## src/rtl/conv_ctrl.sv

```systemverilog
// Sequencer for a sliding-window convolutor: streams an N x N image out of memory
// row-major and tags each convolutor result with its window's top-left coordinate.
module conv_ctrl #(
    parameter int N          = 4,
    parameter int K_SIZE     = 3,
    parameter int CONV_LAT   = 1,
    parameter int ADDR_WIDTH = 14,
    parameter int IDX_WIDTH  = 8
) (
    input  logic                  clk,
    input  logic                  rst,
    input  logic                  start_i,
    input  logic                  hold_i,
    output logic                  mem_en_o,
    output logic [ADDR_WIDTH-1:0] mem_addr_o,
    output logic                  conv_en_o,
    output logic                  out_valid_o,
    output logic [IDX_WIDTH-1:0]  out_row_o,
    output logic [IDX_WIDTH-1:0]  out_col_o,
    output logic                  busy_o,
    output logic                  done_o
);

    localparam int DW = (CONV_LAT > 1) ? $clog2(CONV_LAT) : 1;
    localparam logic [DW-1:0]         DLAST     = DW'(CONV_LAT - 1);
    localparam logic [ADDR_WIDTH-1:0] LAST_ADDR = ADDR_WIDTH'(N * N - 1);
    localparam logic [IDX_WIDTH-1:0]  LAST_IDX  = IDX_WIDTH'(N - 1);
    localparam logic [IDX_WIDTH-1:0]  KM1       = IDX_WIDTH'(K_SIZE - 1);

    if (N >= 2 ** IDX_WIDTH) begin : g_bad_idx_width
        $error("conv_ctrl: N does not fit in IDX_WIDTH");
    end
    if (N * N > 2 ** ADDR_WIDTH) begin : g_bad_addr_width
        $error("conv_ctrl: N*N does not fit in ADDR_WIDTH");
    end
    if (K_SIZE > N || K_SIZE < 1 || CONV_LAT < 1) begin : g_bad_geometry
        $error("conv_ctrl: need 1 <= K_SIZE <= N and CONV_LAT >= 1");
    end

    typedef enum logic [1:0] {S_IDLE, S_RUN, S_DRAIN} state_t;

    state_t                r_state;
    state_t                w_next;
    logic [ADDR_WIDTH-1:0] r_addr;
    logic [IDX_WIDTH-1:0]  r_rd_row;
    logic [IDX_WIDTH-1:0]  r_rd_col;
    logic [IDX_WIDTH-1:0]  r_push_row;
    logic [IDX_WIDTH-1:0]  r_push_col;
    logic                  r_conv_en;
    logic                  r_done;
    logic [DW-1:0]         r_drain_cnt;
    logic                  r_tvld [CONV_LAT];
    logic [IDX_WIDTH-1:0]  r_trow [CONV_LAT];
    logic [IDX_WIDTH-1:0]  r_tcol [CONV_LAT];

    logic                  w_mem_en;
    logic                  w_adv;
    logic                  w_last_rd;
    logic                  w_drain_end;
    logic                  w_tag_vld;

    assign w_mem_en    = (r_state == S_RUN) && !hold_i;
    // The in-flight push always lands, even under hold, so the chain stays aligned
    // with the convolutor's own shift register.
    assign w_adv       = r_conv_en || ((r_state == S_DRAIN) && !hold_i);
    assign w_last_rd   = (r_addr == LAST_ADDR);
    assign w_drain_end = (r_state == S_DRAIN) && w_adv && !r_conv_en && (r_drain_cnt == DLAST);
    assign w_tag_vld   = r_conv_en && (r_push_row >= KM1) && (r_push_col >= KM1);

    always_comb begin
        w_next = r_state;
        case (r_state)
            S_IDLE:  if (start_i && !hold_i) w_next = S_RUN;
            S_RUN:   if (w_mem_en && w_last_rd) w_next = S_DRAIN;
            S_DRAIN: if (w_drain_end) w_next = S_IDLE;
            default: w_next = S_IDLE;
        endcase
    end

    always_ff @(posedge clk) begin
        if (rst) begin
            r_state     <= S_IDLE;
            r_addr      <= '0;
            r_rd_row    <= '0;
            r_rd_col    <= '0;
            r_push_row  <= '0;
            r_push_col  <= '0;
            r_conv_en   <= 1'b0;
            r_done      <= 1'b0;
            r_drain_cnt <= '0;
        end else begin
            r_state   <= w_next;
            r_conv_en <= w_mem_en;
            r_done    <= w_drain_end;
            if (r_state == S_IDLE && w_next == S_RUN) begin
                r_addr      <= '0;
                r_rd_row    <= '0;
                r_rd_col    <= '0;
                r_drain_cnt <= '0;
            end else if (w_mem_en && !w_last_rd) begin
                r_addr <= r_addr + 1'b1;
                if (r_rd_col == LAST_IDX) begin
                    r_rd_col <= '0;
                    r_rd_row <= r_rd_row + 1'b1;
                end else begin
                    r_rd_col <= r_rd_col + 1'b1;
                end
            end
            if (w_mem_en) begin
                r_push_row <= r_rd_row;
                r_push_col <= r_rd_col;
            end
            if (r_state == S_DRAIN && w_adv && !r_conv_en)
                r_drain_cnt <= r_drain_cnt + DW'(1);
        end
    end

    // Tag chain: one stage per convolutor pipeline step, tail lines up with its result.
    always_ff @(posedge clk) begin
        if (rst) begin
            for (int i = 0; i < CONV_LAT; i++) begin
                r_tvld[i] <= 1'b0;
                r_trow[i] <= '0;
                r_tcol[i] <= '0;
            end
        end else if (w_adv) begin
            r_tvld[0] <= w_tag_vld;
            r_trow[0] <= r_push_row - KM1;
            r_tcol[0] <= r_push_col - KM1;
            for (int i = 1; i < CONV_LAT; i++) begin
                r_tvld[i] <= r_tvld[i-1];
                r_trow[i] <= r_trow[i-1];
                r_tcol[i] <= r_tcol[i-1];
            end
        end
    end

    assign mem_en_o    = w_mem_en;
    assign mem_addr_o  = (r_state == S_RUN) ? r_addr : '0;
    assign conv_en_o   = r_conv_en;
    assign out_valid_o = r_tvld[CONV_LAT-1] && w_adv;
    assign out_row_o   = r_trow[CONV_LAT-1];
    assign out_col_o   = r_tcol[CONV_LAT-1];
    assign busy_o      = (r_state != S_IDLE);
    assign done_o      = r_done;

endmodule

```

## config.mk

```make
export PLATFORM = sky130hd
export DESIGN_NAME = conv_ctrl
export DESIGN_NICKNAME = d
export VERILOG_FILES = /design/src/rtl/conv_ctrl.sv
export SDC_FILE = /design/constraint.sdc
export NUM_CORES = 1
export LEC_CHECK = 0
export BUFFER_PORTS_ARGS = -buffer_cell sky130_fd_sc_hd__buf_2
export CAP_MARGIN = 20
export CORE_UTILIZATION = 62
export CTS_CLUSTER_DIAMETER = 200
export DETAILED_ROUTE_END_ITERATION = 6
export PLACE_DENSITY = 0.92
export SYNTH_ARGS = -nofsm -noshare
export SYNTH_HDL_FRONTEND = slang
export SYNTH_SLANG_ARGS = --single-unit
```

## constraint.sdc

```tcl
create_clock -name clk -period 3.99 [get_ports clk]
set_clock_uncertainty 0.1 [all_clocks]
set_input_delay 0.1995 -clock clk [delete_from_list [all_inputs] [get_ports clk]]
set_output_delay 0.1995 -clock clk [all_outputs]
set_load 0.05 [all_outputs]
```

# Word level (Yosys, flattened, before mapping)
# Memories as Yosys holds them, arrays and structs flattened.
# Index checks and enable logic that the tools add are counted.
dict set report word_totals {
  regBits 51
  n_memories 3
  ramBits 17
  out_inout_bits 35
}
dict set report op_classes {
  eq_ne 5
  addsub 6
  order_cmp 2
  n_reduce_logical 24
  bitwise_logic 1
  n_mux 19
}
# memory depth word_bits read_ports rd_clocked_by_memory_dff write_ports line_no
set mem_list {}
lappend mem_list {r_tcol 1 8 1 0 1 54} ;# logic [IDX_WIDTH-1:0] r_tcol [CONV_LAT];
lappend mem_list {r_trow 1 8 1 0 1 53} ;# logic [IDX_WIDTH-1:0] r_trow [CONV_LAT];
lappend mem_list {r_tvld 1 1 1 0 1 52} ;# logic r_tvld [CONV_LAT];
# operator count
set ops {}
lappend ops {{$mux W8} 3}
lappend ops {{$add A8 B1 Y8 const B} 2}
lappend ops {{$ge A8 B2 Y1 const B} 2}
lappend ops {{$reduce_or A8 Y1} 2}
lappend ops {{$sub A8 B2 Y8 const B} 2}
lappend ops {{$add A14 B1 Y14 const B} 1}
lappend ops {{$eq A14 B4 Y1 const B} 1}
lappend ops {{$mux W14} 1}
lappend ops {{$logic_and A1 B1 Y1} 12}
lappend ops {{$mux W1} 11}
lappend ops {{$eq A8 B2 Y1 const B} 1}
lappend ops {{$mux W2} 3}
lappend ops {{$pmux W2 S3} 1}
lappend ops {{$eq A2 B1 Y1 const B} 2}
lappend ops {{$reduce_bool A2 Y1} 2}
lappend ops {{$logic_not A1 Y1} 3}
lappend ops {{$eq A2 B2 Y1 const B} 1}
lappend ops {{$logic_not A2 Y1} 1}
lappend ops {{$reduce_and A2 Y1} 1}
lappend ops {{$reduce_or A2 Y1} 1}
lappend ops {{$add A1 B1 Y1 const B} 1}
lappend ops {{$logic_or A1 B1 Y1} 1}
lappend ops {{$not A1 Y1} 1}
lappend ops {{$reduce_or A1 Y1} 1}

# Depth between registers and ports, before layout
# Gate-level depths: netlist (run 1).
dict set report logic_depth {
  ltp_word 12
  mapped_depth 7
  mapped_depth_nobuf 6
}

# Least setup slack after synthesis (run 1)
# OpenSTA, ideal clock, no wires.
dict set report synth_timing {
  path_type {reg-to-output}
  start {register r_conv_en, in the netlist conv_en_o}
  end {output out_valid_o}
  arrival_ns 1.538
  slack_ns 2.153
  stages_incl_launch_ff 3
  n_path_buf 0
  required_ns 3.691
  path_cell_list {dfxtp_1 -> nor2_1 -> nor2b_1}
}
dict set report synth_between {
  elab_chain_cells 2
}
# item line_no
set synth_lines {}
lappend synth_lines {{start: declaration} 49} ;# logic r_conv_en;
lappend synth_lines {{start signal: assignment} 93} ;# r_conv_en <= w_mem_en;
lappend synth_lines {{$logic_or A1 B1 Y1} 65} ;# assign w_adv = r_conv_en || ((r_state == S_DRAIN) && !hold_i);
lappend synth_lines {{$logic_and A1 B1 Y1} 141} ;# assign out_valid_o = r_tvld[CONV_LAT-1] && w_adv;
lappend synth_lines {{end: declaration} 17} ;# output logic out_valid_o,
# Every way passes these cells.

# Final worst setup path (run 1)
dict set report layout_timing {
  start {register r_state[0]}
  end {register r_rd_col[4]}
}
dict set report layout_between {
  elab_chain_cells 11
  word_cells_on_any_way 18
  classes_between {eq/ne (3); mux (4); reduce/logical (11)}
}
# item line_no
set layout_lines {}
lappend layout_lines {{start: declaration} 42} ;# state_t r_state;
lappend layout_lines {{start signal: assignment} 92} ;# r_state <= w_next;
lappend layout_lines {{$eq A2 B2 Y1} {65, 67, 72}}
lappend layout_lines {{$logic_and A1 B1 Y1} 65}
lappend layout_lines {{$logic_or A1 B1 Y1} 65}
lappend layout_lines {{$logic_and A1 B1 Y1 (3 in a row)} 67} ;# assign w_drain_end = (r_state == S_DRAIN) && w_adv && !r_conv_en && (r_drain_cnt == DLAST);
lappend layout_lines {{$mux W2} 75} ;# S_DRAIN: if (w_drain_end) w_next = S_IDLE;
lappend layout_lines {{$pmux W2 S3} 72} ;# case (r_state)
lappend layout_lines {{$eq A2 B1 Y1} 95} ;# if (r_state == S_IDLE && w_next == S_RUN) begin
lappend layout_lines {{$logic_and A1 B1 Y1} 95}
lappend layout_lines {{$reduce_or A2 Y1 (no line)} --}
lappend layout_lines {{end signal: assignment} 106} ;# r_rd_col <= r_rd_col + 1'b1;
lappend layout_lines {{end: declaration} 46} ;# logic [IDX_WIDTH-1:0] r_rd_col;
# Several ways; a longest one is shown, not always the timed one.
# A chain may end at the register's enable or synchronous reset.

==> summary.md, run 1 <==
| Metric | Value |
|---|---|
| Synth Area in Compound Gates | 0.1176 |
| # port buffers | 38 |
| Crit path DAT | 2690 ps |
| Clock power frac | 0.424 |
| Die Area | 5526 µm² |
| Remaining DRCs | 0 |
| Unique masters post-synth | 46 |
| Worst min path class | primary input to register |
| Pin count of the biggest net entering global routing | 33 |
| Lkg Pwr | 1.353 nW |
| Number of synthesized flops with an enable pin | 17 |
| Syn Area/Cell | 8.913 µm² |
| Clock Latency Late Sink | 340 ps |
| Initial antenna violation count | 0 |
| CTS Buf Count | 9 |
| Reg power frac | 0.516 |
| Top post-synthesis cells by area | dfxtp_1 31%, edfxtp_1 16%, a21oi_1 6.0% |
| Syn Nets | 373 |
| Setup TNS | 0 ps |
| Clock tree buffer depth | 2 |
| Via count | 2726 |
| Seq cells post-synth | 68 |
| Worst hold slack | 25.56 ps |
| Post-synth top area share | 0.3147 |
| YS warnings | 0 |
| Final net count | 403 |
| Multiplexer share of the synthesized area | 0.006170 |
| DIE WIDTH | 74.34 µm |
| H-tree Lvls | 3 |
| Reg2reg end | r_rd_col[4] |
| Vias in the first global route | 2530 |
| Adder-Cell Fraction of Synth Area | 0.01928 |
| Final setup fails | 0 |
| Post-synthesis instance area | 3244 µm² |
| Fmax | 386.2 MHz |
| # Post-CTS Setup Buffers | 0 |
| CP startpoint kind | register |
| Area grow syn2layout | 12.07% |
| Post-synth top area cell | dfxtp_1 |
| Slew Limit Headroom | 0.4410 |
| Final Worst Setup Slack | 1401 ps |
| Fin crit share | 0.6489 |
| Routed len/inst | 13.98 µm |
| R2r setup slk | 1400 ps |
| Cells after Synth | 364 |
| Register area share after synthesis | 0.4720 |
| Placed insts | 450 |
| Iteration-0 DRC Markers | 206 |
| Overflow after GRT | 0 |
| Switching share of power | 0.2252 |
| Row cnt | 25 |
| Num ports | 39 |
| Final WL | 6516 µm |
| Hold buffers post-CTS | 0 |
| Drt via density | 5.850 |
| Asr flop ratio synth | 0 |
| Synth top cells by count | 51 x dfxtp_1, 41 x nand2_1, 39 x a21oi_1, 31 x nor2_1, 17 x edfxtp_1 |
| Root buffer selected by CTS | clkbuf_8 |
| Crit-path max FO | 32 |
| Tmin final | 2589 ps |
| Worst Hold Depth | 3 |
| Global-route wire length before repair | 11090 µm |
| N_diodes | 0 |
| Internal | 0.001083 W |
| Main combinational cell family by area after synthesis | simple AND/OR/NAND/NOR gates |
| Gate power share | 0.060 |
| Post-Synth XOR/XNOR Area | 0.04049 |
| Share of cells above drive strength 1 | 0.1529 |
| Routability cong. | 0.8236 |
| Hold path endpoint | r_state[0] |
| Simple-gate share of the synthesized area | 0.2993 |
| Worst Setup SP | r_state[0] |
| Initial Utilization | 0.6649 |
| Final hold violation count | 0 |
| PwrDens | 384.6 nW/µm² |
| Cell with the most instances after synthesis | dfxtp_1 |
| Outcome | complete, no violations |
| Tot GR Track Use | 0.2651 |
| Worst reg2reg path startpoint | r_state[0] |
| Switching power | 0.0003149 W |
| Pins over their slew limit | 0 |
| Unrepaired setup endpoints after global routing | no |
| Max_cap viols | 0 |
| CTS resizes | 0 |
| Top_reg_cell synth | dfxtp_1 |
| Endpoint class of the critical path | register |
| Post-Layout Cell Count | 466 |
| Worst Tran Pin Value | 838.6 ps |
| HP Start | start_i |
| Chip height | 74.34 µm |
| R2r worst-path depth | 6 |
| CP required | 4090 ps |
| CTS tree | built |
| Core area | 4880 µm² |
| Clk sinks | 68 |
| Worst vdd ir | 236.2 µV |
| Router iterations before antenna repair | 5 |
| Crit path kind | register to register |
| Routed Antenna Nets | 0 |
| Clk pin slew, worst setup/hold paths | 70 ps |
| DP Worst Slack | 1456 ps |
| Post-DP HPWL | 4463 µm |
[power groups by stage]
| stage | clock network [W] | logic, W | registers (W) |
|---|---|---|---|
| floorplan | 0 | 0.0000413 | 0.000765 |
| global placement | 0 | 0.0000826 | 0.000736 |
| detailed placement | 0 | 0.0000840 | 0.000737 |
| CTS | 0.000597 | 0.0000843 | 0.000721 |
| global route | 0.000621 | 0.0000907 | 0.000723 |
| finish | 0.000593 | 0.0000843 | 0.000721 |
[sequential cells by signal, indices dropped and copies added (netlist names)]
register,flops
conv_en_o,1
done_o,1
r_addr,14
r_drain_cnt,1
r_push_col,8
r_push_row,8
r_rd_col,8
r_rd_row,8
r_state,2
r_tcol,8
r_trow,8
r_tvld,1
[critical path, cell delays in order, from the launching register on]
cell,delay [ps]
dfxtp_1,470
nor2b_4,360
nand2_2,390
clkinv_4,310
nand3_2,200
o21ai_1,510
a21oi_1,100
[final cells by class]
cell class / count / area (µm²)
clock inverter: 3 / 63.81
multi-input combinational: 263 / 1567
clock buffer: 13 / 138.9
tap: 67 / 83.83
inverter: 13 / 53.80
timing repair buffer: 39 / 197.7
sequential: 68 / 1531
fill: 365 / 1244
[cells in the final DEF, fill, tap and decap left out, drive strengths merged, types with 2 or more instances in the layout]
master | netlist | layout
nand4 | 7 | 7
nand2 | 42 | 42
a21oi | 39 | 39
dfxtp | 51 | 51
xnor2 | 10 | 10
or3 | 12 | 12
or4 | 12 | 12
buf | 11 | 39
nor4b | 4 | 4
nand3 | 15 | 15
o31ai | 11 | 11
bufinv | 0 | 2
clkbuf | 9 | 13
o21ai | 15 | 15
edfxtp | 17 | 17
and3 | 2 | 2
and4 | 3 | 3
ha | 5 | 5
nor3 | 8 | 8
or2 | 4 | 4
nor4 | 6 | 6
inv | 12 | 12
and2 | 16 | 16
nor3b | 3 | 3
nor2 | 31 | 31
nor2b | 2 | 2
xor2 | 5 | 5
mux2i | 2 | 2
clkinv | 1 | 2
[cell families after synthesis]
| family | count (synthesis) |
|---|---|
| AOI/OAI and AO/OA | 69 |
| xor gates and xnor gates | 15 |
| adders and majority gates | 5 |
| buffers and inverters | 33 |
| DFF | 68 |
| muxes | 2 |
| and+or+nand+nor | 172 |
[worst max path at each step]
stage,endpoint,slack (ps)
finish,r_rd_col[4],1400
global route,r_rd_col[0],1110
CTS,r_rd_col[3],1420
detailed placement,r_rd_col[7],1460
global placement,r_rd_col[6],1580
floorplan,out_valid_o,2150
[through the flow]
stage               cell area (µm²)  power [W]  utilization
floorplan                      3244  0.0008063            -
global placement               3433  0.0008188       0.7036
detailed placement             3433  0.0008209       0.7036
CTS                            3636   0.001403       0.7451
global route                   3636   0.001435       0.7451
finish                         3636   0.001398       0.7451
[metal layers]
layer | vias up | GRT usage | wire length [µm]
met5 | - | 0 | 0
met4 | 0 | 0.1509 | 155
met3 | 15 | 0.05014 | 330
met2 | 94 | 0.4333 | 3135
met1 | 1259 | 0.3299 | 2895
li1 | 1358 | - | -
(Power assumes the default switching activity.)
==> run 2: changes to the inputs <==
--- a/config.mk
+++ b/config.mk
@@ -7,10 +7,10 @@
 export LEC_CHECK = 0
 export BUFFER_PORTS_ARGS = -buffer_cell sky130_fd_sc_hd__buf_2
 export CAP_MARGIN = 20
-export CORE_UTILIZATION = 62
+export CORE_UTILIZATION = 58
 export CTS_CLUSTER_DIAMETER = 200
 export DETAILED_ROUTE_END_ITERATION = 6
-export PLACE_DENSITY = 0.92
+export PLACE_DENSITY = 0.88
 export SYNTH_ARGS = -nofsm -noshare
 export SYNTH_HDL_FRONTEND = slang
 export SYNTH_SLANG_ARGS = --single-unit
==> constraint.sdc (replaced) <==
create_clock -name clk -period 2.5 [get_ports clk]
set_clock_uncertainty 0.1 [all_clocks]
set_input_delay 0.125 -clock clk [delete_from_list [all_inputs] [get_ports clk]]
set_output_delay 0.125 -clock clk [all_outputs]
set_load 0.05 [all_outputs]
==> run 2 against run 1 <==
Compared with the run above:
- fmax up 17%
- total power up 52%
- clock power up 40%
- sequential power up 60%
- die area up 6.7%
- flip-flop and latch count unchanged
- utilization down 4.6 points
- routed wire length down 4.4%
==> summary.md, run 2 (synthesized netlist as in run 1, its figures left out) <==
| Metric | Value |
|---|---|
| Most frequent cells in the layout | 51 x dfxtp_1, 41 x nand2_1, 39 x a21oi_1 |
| Layout fillers | 394 |
| Most common cell after layout, fill and taps aside | dfxtp_1 |
| Tot GR Track Use | 0.2232 |
| Unrepaired setup endpoints after global routing | no |
| Via count | 2691 |
| Final setup fails | 0 |
| Share of cells above drive strength 1 | 0.1588 |
| H-tree Lvls | 3 |
| CP startpoint kind | register |
| Final hold violation count | 0 |
| Clk sinks | 68 |
| Clock tree buffer depth | 2 |
| Gate power share | 0.066 |
| Lkg Pwr | 1.365 nW |
| Crit-path max FO | 22 |
| Fmax | 451.9 MHz |
| Worst min path class | primary input to register |
| Remaining DRCs | 0 |
| CTS tree | built |
| Root buffer selected by CTS | clkbuf_8 |
| Worst Tran Pin Value | 640.9 ps |
| Clock power frac | 0.392 |
| Initial antenna violation count | 0 |
| Hold buffers post-CTS | 1 |
| DIE WIDTH | 76.79 µm |
| Die Area | 5897 µm² |
| Global-route wire length before repair | 10530 µm |
| Setup TNS | 0 ps |
| PwrDens | 580.0 nW/µm² |
| Pin count of the biggest net entering global routing | 32 |
| Overflow after GRT | 0 |
| Routed Antenna Nets | 0 |
| Pins over their slew limit | 0 |
| Final WL | 6228 µm |
| Vias in the first global route | 2387 |
| Switching share of power | 0.2336 |
| Placed insts | 456 |
| Slew Limit Headroom | 0.5728 |
| Post-DP HPWL | 4271 µm |
| Reg area | 1531 µm² |
| N_diodes | 0 |
| Crit path DAT | 2370 ps |
| Drt via density | 5.689 |
| Post-Layout Cell Count | 473 |
| Routability cong. | 0.8070 |
| Row cnt | 26 |
| Reg with most FFs | r_addr |
| Router iterations before antenna repair | 4 |
| Chip height | 76.79 µm |
| Final net count | 407 |
| CP required | 2660 ps |
| # port buffers | 38 |
| Switching power | 0.0004959 W |
| Max reg flops | 14 |
| Endpoint class of the critical path | register |
| Core area | 5238 µm² |
| Worst vdd ir | 357.3 µV |
| Reg power frac | 0.542 |
| Max_cap viols | 0 |
| Internal | 0.001627 W |
| Clock Latency Late Sink | 330 ps |
| Num ports | 39 |
| Multi-input gate area | 1567 µm² |
| Tmin final | 2213 ps |
| CTS Buf Count | 9 |
| Initial Utilization | 0.6194 |
| Routed len/inst | 13.17 µm |
| Clk pin slew, worst setup/hold paths | 70 ps |
| Fin crit share | 0.8851 |
| Iteration-0 DRC Markers | 152 |
| # Post-CTS Setup Buffers | 0 |
| CTS resizes | 0 |
| Crit path kind | register to register |
| Outcome | complete, no violations |
| Area grow syn2layout | 12.80% |
## run 2: changes by cell type in the layout (fill, tap and decap cells not counted), sizes merged
cell / delta
dlygate4sd3: +1
clkinv: +2
buf: +3
clkbuf: -1
bufinv: -1
## run 2: power groups by stage
stage / sequential [W] / combinational, W / clock [W]
after CTS: 0.00115 / 0.000140 / 0.000844
after floorplan: 0.00122 / 0.0000659 / 0
after global routing: 0.00115 / 0.000151 / 0.000888
after detailed placement: 0.00118 / 0.000139 / 0
final: 0.00115 / 0.000140 / 0.000831
after global placement: 0.00118 / 0.000137 / 0
## run 2: worst max-delay path, cell delays in order (launching register included)
cell and delay, ps:
dfxtp_1 350, ha_1 240, and3_1 210, and4_1 330, buf_12 240, or4_1 510, a21oi_1 160
## run 2: worst paths after layout
| check | start | end | slack (ps) | depth (start not counted) |
|---|---|---|---|---|
| max reg2reg | r_addr[0] | r_rd_row[7] | 290 | 6 |
| min | hold_i | r_state[1] | 120 | 4 |
| min reg2reg | r_push_row[0] | r_push_row[0] | 360 | 2 |
| max | r_addr[0] | r_rd_row[7] | 290 | 6 |
## run 2: area by class of cell
cell class,instances,share of cell area
multi-input combinational,263,0.4280
timing repair buffer,43,0.06632
sequential,68,0.4185
clock inverter,4,0.01162
clock buffer,12,0.03692
inverter,13,0.01470
tap,70,0.02393
## run 2: metrics by stage
| stage | util | setup slack, ps | hold slack [ps] | instance area (µm²) | total power, W |
|---|---|---|---|---|---|
| 6_report | 0.6988 | 287.1 | 120.4 | 3660 | 0.002123 |
| 5_1_grt | 0.6988 | 134.7 | 154.1 | 3660 | 0.002191 |
| 4_1_cts | 0.6988 | 294.4 | 103.7 | 3660 | 0.002136 |
| 3_5_place_dp | 0.6629 | 307.7 | 302.4 | 3472 | 0.001315 |
| 3_3_place_gp | 0.6629 | 401.5 | 299.5 | 3472 | 0.001313 |
| 2_1_floorplan | - | 676.0 | 173.7 | 3244 | 0.001287 |
## run 2: routing by layer
metal  GRT usage  wire length (µm)  up-vias  part of all wire
met5           0                 0        -                 0
met4      0.1212                78        0             0.013
met3     0.04286               256        7             0.041
met2      0.3839              3065       64              0.49
met1      0.2605              2827     1249              0.45
li1            -                 -     1371                 -
